--- src/rtl/sr_iter.sv ---
// sr_iter: iterative 32-bit right shifter for the multi-cycle ALU path.
// A start pulse captures operand, amount and fill mode. Each clock then
// retires up to 4 bit positions through a registered 4/2/1 right-shift
// datapath. Completion is signalled by a one-cycle data_resultRDY pulse.
// Optional feature: define SR_ITER_ARITH_EN to honour ctrl_arith (sign fill).
// When it is undefined, ctrl_arith is ignored and every shift is logical.
module sr_iter (
   input  logic        clock,
   input  logic        reset,
   input  logic        ctrl_shift,
   input  logic [31:0] data_operandA,
   input  logic [4:0]  ctrl_shiftamt,
   input  logic        ctrl_arith,
   output logic [31:0] data_result,
   output logic        data_resultRDY,
   output logic        busy
);

   localparam logic [0:0] IDLE  = 1'b0;
   localparam logic [0:0] SHIFT = 1'b1;

   logic [0:0]  state;
   logic [31:0] work;
   logic [4:0]  remaining;
   logic        fill;

   logic [2:0]  step_amt;
   logic [31:0] shift4;
   logic [31:0] shift2;
   logic [31:0] shift1;
   logic [4:0]  rem_next;
   logic        accept;

   assign accept = (state == IDLE) && ctrl_shift;
   assign busy   = (state == SHIFT);

`ifdef SR_ITER_ARITH_EN
   // Fill bit captured at accept; it feeds every vacated MSB until completion.
   always_ff @(posedge clock or posedge reset) begin
      if (reset) begin
         fill <= 1'b0;
      end else if (accept) begin
         fill <= ctrl_arith & data_operandA[31];
      end
   end
`else
   logic unused_arith;
   assign unused_arith = ctrl_arith;
   assign fill         = 1'b0;
`endif

   // Per-step shift amount: a full 4 while at least 4 remain, otherwise the
   // leftover 0..3 (0 only when the requested amount itself was 0).
   always_comb begin
      step_amt = 3'd0;
      if (remaining >= 5'd4) begin
         step_amt = 3'd4;
      end else begin
         step_amt = {1'b0, remaining[1:0]};
      end
   end

   // 4/2/1 right-shift chain applied to the working register.
   always_comb begin
      shift4 = work;
      shift2 = work;
      shift1 = work;
      if (step_amt[2]) begin
         shift4 = {{4{fill}}, work[31:4]};
      end
      shift2 = shift4;
      if (step_amt[1]) begin
         shift2 = {{2{fill}}, shift4[31:2]};
      end
      shift1 = shift2;
      if (step_amt[0]) begin
         shift1 = {fill, shift2[31:1]};
      end
   end

   assign rem_next = remaining - {2'b00, step_amt};

   // Control FSM and working-register update; result and ready pulse are
   // produced on the step that exhausts the remaining amount.
   always_ff @(posedge clock or posedge reset) begin
      if (reset) begin
         state          <= IDLE;
         work           <= 32'd0;
         remaining      <= 5'd0;
         data_result    <= 32'd0;
         data_resultRDY <= 1'b0;
      end else begin
         data_resultRDY <= 1'b0;
         case (state)
            IDLE: begin
               if (ctrl_shift) begin
                  work      <= data_operandA;
                  remaining <= ctrl_shiftamt;
                  state     <= SHIFT;
               end
            end
            SHIFT: begin
               work      <= shift1;
               remaining <= rem_next;
               if (rem_next == 5'd0) begin
                  data_result    <= shift1;
                  data_resultRDY <= 1'b1;
                  state          <= IDLE;
               end
            end
            default: begin
               state <= IDLE;
            end
         endcase
      end
   end

endmodule

--- config.mk ---
export PLATFORM = sky130hd
export DESIGN_NAME = sr_iter
export DESIGN_NICKNAME = d
export VERILOG_FILES = /design/src/rtl/sr_iter.sv
export SDC_FILE = /design/constraint.sdc
export NUM_CORES = 1
export LEC_CHECK = 0
export BUFFER_PORTS_ARGS = -buffer_cell sky130_fd_sc_hd__buf_4
export CORE_ASPECT_RATIO = 1.25
export CORE_UTILIZATION = 55
export DETAILED_ROUTE_END_ITERATION = 10
export GPL_ROUTABILITY_DRIVEN = 0
export PLACE_DENSITY = 0.79
export RECOVER_POWER = 25
export SKIP_LAST_GASP = 1
export SLEW_MARGIN = 20
export SYNTH_ARGS = -nofsm -noshare
export SYNTH_HDL_FRONTEND = slang
export SYNTH_SLANG_ARGS = --single-unit
--- constraint.sdc ---
create_clock -name clock -period 3.6 [get_ports clock]
set_input_delay 0.18 -clock clock [delete_from_list [all_inputs] [get_ports clock]]
set_output_delay 0.18 -clock clock [all_outputs]
set_load 0.05 [all_outputs]
# Word level (Yosys, flattened, before mapping)
# Cells that the tools add are included.
[op_classes]
addsub = 1
magnitude_cmp = 1
n_eq_ne = 1
n_mux = 13
n_bitwise = 1
n_reduce_logical = 2
[ops]
columns = ["operator", "count"]
rows = [
  ["$mux 32", 4],
  ["$pmux 32 s2", 1],
  ["$pmux 5 s2", 1],
  ["$ge 5x3->1 const B", 1],
  ["$logic_not 5->1", 1],
  ["$mux 5", 1],
  ["$sub 5x3->5", 1],
  ["$mux 1", 4],
  ["$mux 3", 1],
  ["$ne 2x2->1 const B", 1],
  ["$pmux 1 s2", 1],
  ["$reduce_and 2->1", 1],
  ["$not 1->1", 1],
]
[word_totals]
reg_bits = 71
wordCells = 24

# Longest topological paths before layout
[logic_depth]
depth_word = 6
ltp_mapped = 11
depth_no_buf = 7

# Worst setup path before layout
# OpenSTA, ideal clock, no wires.
[synth_path]
path_kind = "register to register"
start = "register remaining[3]"
end = "register data_result[25]"
setup_ns = 0.127
t_arrival_ns = 2.556
required_ns = 3.473
slack_ns = 0.917
stages_incl_launch_ff = 12
n_path_buf = 5
period_less_slack_ns = 2.683
cell_sequence = "dfrtp_1 -> buf_6 -> or3_1 -> buf_2 -> buf_2 -> nand2_1 -> ha_1 -> nor3b_1 -> o31ai_2 -> buf_4 -> buf_4 -> o32a_2"
[synth_via]
elab_chain_cells = 5
elab_cells_between_ends = 8
[synth_rtl]
columns = ["item", "line_no", "text"]
rows = [
  ["start: declaration", "24", "logic [4:0] remaining;"],
  ["start signal: assignment", "98", "remaining <= ctrl_shiftamt;"],
  ["start signal: assignment", "104", "remaining <= rem_next;"],
  ["$ge 5x3->1", "56", "if (remaining >= 5'd4) begin"],
  ["$mux 3", "56", ""],
  ["$sub 5x3->5 / $mux 32 (equally long branches)", "81, 68", ""],
  ["$logic_not 5->1 / $mux 32 (equally long branches)", "105, 72", ""],
  ["$reduce_and 2->1 (no line) / $mux 32 (equally long branches)", "--", ""],
  ["end signal: assignment", "106", "data_result <= shift1;"],
  ["end: declaration", "14", "output logic [31:0] data_result,"],
]
# Several ways; a longest one is shown, not always the timed one.
# A chain may end at the register's enable or synchronous reset.

# Final worst setup path
[layout_path]
start = "register remaining[3]"
end = "register data_result[20]"
# Same word-level chain as after synthesis.

==> results.py <==
metrics = {
    "run_status": {
        "status": "complete, no violations",
    },
    "critical_path": {
        "crit_required_ns": 3.88,
        "criticalPathCategory": "flip-flop to flip-flop",
        "path_max_fanout": 37,
        "startpoint_type": "flip-flop",
        "cp.arrival_ns": 3.45,
        "cp-end-kind": "flip-flop",
    },
    "clocking": {
        "insertion_delay_ns": 0.35,
        "postCtsResizedCells": 0,
        "clkTransAtPathRegs_ns": 0.08,
        "cts.sinks": 71,
        "cts_tree": "built",
        "cts_max_level": 3,
        "cts_made_buffers": 9,
        "postCtsSetupBuffers": 0,
        "clock_path_buffers": 2,
        "cts_root_buffer": "clkbuf_8",
    },
    "global_route": {
        "grt.busiest_layer": "met2",
        "grt_pass1_vias": 3613,
        "grt_usage": 0.2864,
        "grt_pass1_wl_mm": 17.51,
        "grt_use_met3": 0.05321,
        "grtUsageMet1": 0.3588,
        "grt-ovfl-total": 0,
        "antenna_found_initial": 0,
        "grt_start_max_net_pins": 75,
        "grt_use_met2": 0.4931,
    },
    "placed_design": {
        "io_buffers": 73,
        "post_dp_cell_area_um2": 4658,
        "place_inst": 568,
        "dp_slack_ns": 0.4524,
        "hpwl_mm": 6.779,
    },
    "synth": {
        "yosysTopAreaCellShare": 0.4260,
        "postSynthCellCount": 437,
        "synthArstFlopShare": 1.000,
        "syn_area_um2": 4170,
        "yosys_warnings": 0,
        "synth_edf_count": 0,
        "synth_top_cell_by_area": "dfrtp_1",
        "ys_ff_latch": 71,
        "ys.flop_type": "dfrtp_1",
        "avgSynthCellArea_um2": 9.543,
        "seq_area_frac_synth": 0.4260,
        "yosys-top-cells-area": "dfrtp_1, mux2i_1, a21oi_1",
        "ys_types": 43,
        "synth_nets": 481,
    },
    "sta": {
        "setup_ws_ns": 0.4297,
        "finalCritPeriodShare": 0.8806,
        "rsz0062_at_grt": "false",
        "clock.fmax_ghz": 0.3154,
        "clock_skew_ns": 0.01139,
        "setup_viol": 0,
        "worst_pin_slew_ns": 1.443,
        "slew_headroom": 0.03683,
        "holdWs_ns": 0.05503,
        "finalHoldViolCount": 0,
        "tns_ns": 0,
        "fin_crit_ns": 3.170,
        "final_max_slew_viol_count": 0,
    },
    "drt": {
        "wl_mm": 10.76,
        "vias": 3683,
        "drtPass1Iterations": 5,
        "drc_errors": 0,
        "wl_per_cell_um": 18.39,
        "drt_iter0_drc": 342,
        "postRouteAntennaNets": 0,
        "via_per_inst": 6.296,
    },
    "pwr": {
        "ir_drop_mv": 0.7831,
        "powerDensity_nw_per_um2": 1081,
        "p_total_mw": 5.151,
        "power.leakage_nw": 2.045,
    },
    "finish": {
        "post-route-cell-area_um2": 4766,
        "stdcell_count": 585,
        "area_growth_pct": 14.28,
        "drive_above_1_share": 0.1663,
        "antenna_cells": 0,
        "nets": 532,
        "utilization": 0.6478,
    },
    "die": {
        "die_y_um": 99.36,
        "coreArea_um2": 7357,
        "die_w_um": 79.89,
        "die_area_um2": 7937,
        "rows": 35,
        "pin_count": 75,
        "start_util": 0.5668,
    },
    "flow_run": {
        "maxCapViolCount": 0,
    },
    "min_path": {
        "hp-class": "primary input to flip-flop",
    },
}
-- power breakdown --
part           total, mW  internal (mW)  switching [mW]
logic               2.91           1.01            1.90
clock network      0.715          0.407           0.308
registers           1.53           1.18           0.345
-- sequential cells by signal, summed over array words and instances, names as in the netlist --
register,cells
data_resultRDY,1
work,32
remaining,5
busy,1
data_result,32
-- worst max-delay path, cell delays in order (launching register included) --
cell and delay (ns):
dfrtp_1 0.51, or3_1 0.19, buf_4 0.40, clkinv_1 0.19, ha_1 0.41, nor3b_1 0.36
o31ai_4 0.11, a21oi_4 0.36, buf_4 0.34, o32a_1 0.21
-- what timing repair did --
item / in CTS / in global routing
endpoints found under the setup margin: 0 / 0
hold endpoints to repair: 2 / 0
hold buffers: 1 / 0
-- Yosys cell counts, types with 4 or more instances --
cell / n
o32a_1: 23
nor2b_1: 28
clkbuf_1: 18
a211oi_1: 29
buf_4: 6
o22a_1: 4
inv_1: 5
buf_2: 10
dfrtp_1: 71
a31oi_1: 4
o22ai_1: 24
nor2_1: 56
mux2i_1: 33
a21oi_1: 51
mux2_2: 9
o21ai_0: 9
nand2_1: 13
buf_6: 4
-- per-layer routing --
layer  routed length (um)  part of all wire  vias to the layer above
met5                    0                 0                        -
met4                  178             0.017                        0
met3                  482             0.045                       15
met2                 5561              0.52                      111
met1                 4535              0.42                     1829
li1                     -                 -                     1728
-- logic make-up after synthesis --
logic type               after synthesis  synth area share
AO/OA/AOI/OAI                        157            0.2595
AND/OR/NAND/NOR                      114            0.1359
flip-flops                            71            0.4260
buffers and inverters                 48           0.06420
multiplexers                          42            0.1035
adder cells (fa/ha/maj)                3          0.009002
other                                  2          0.001801
-- final timing paths --
kind | cells past startpoint | slack, ns | endpoint | startpoint
setup / recovery | 9 | 0.43 | data_result[20] | remaining[3]
hold / removal | 3 | 0.06 | remaining[3] | ctrl_shiftamt[3]
setup reg to reg | 9 | 0.43 | data_result[20] | remaining[3]
hold reg to reg | 1 | 0.50 | data_result[9] | data_result[9]
max in group asynchronous | 4 | 1.56 | busy | reset
min in group asynchronous | 3 | 0.81 | data_result[12] | reset
-- placed cells by master, fill, tap and decap left out, drive strengths merged, types with 5 or more instances in the layout --
cell	n
clkinv	5
dfrtp	71
o22ai	24
mux2	9
mux2i	33
buf	47
o32a	25
clkbuf	44
inv	5
o21ai	9
a21oi	52
a211oi	29
nor2	56
nor2b	28
nand2	13
-- cell type report --
| type | count | area (um2) |
|---|---|---|
| inverters | 6 | 22.52 |
| repair buffers | 82 | 494.2 |
| well taps | 92 | 115.1 |
| flip-flops and latches | 71 | 1778 |
| clock buffers | 10 | 137.6 |
| multi-input cells | 318 | 2135 |
| fillers | 659 | 2591 |
| clock inverters | 6 | 83.83 |
Power figures use the tool's default switching activity.
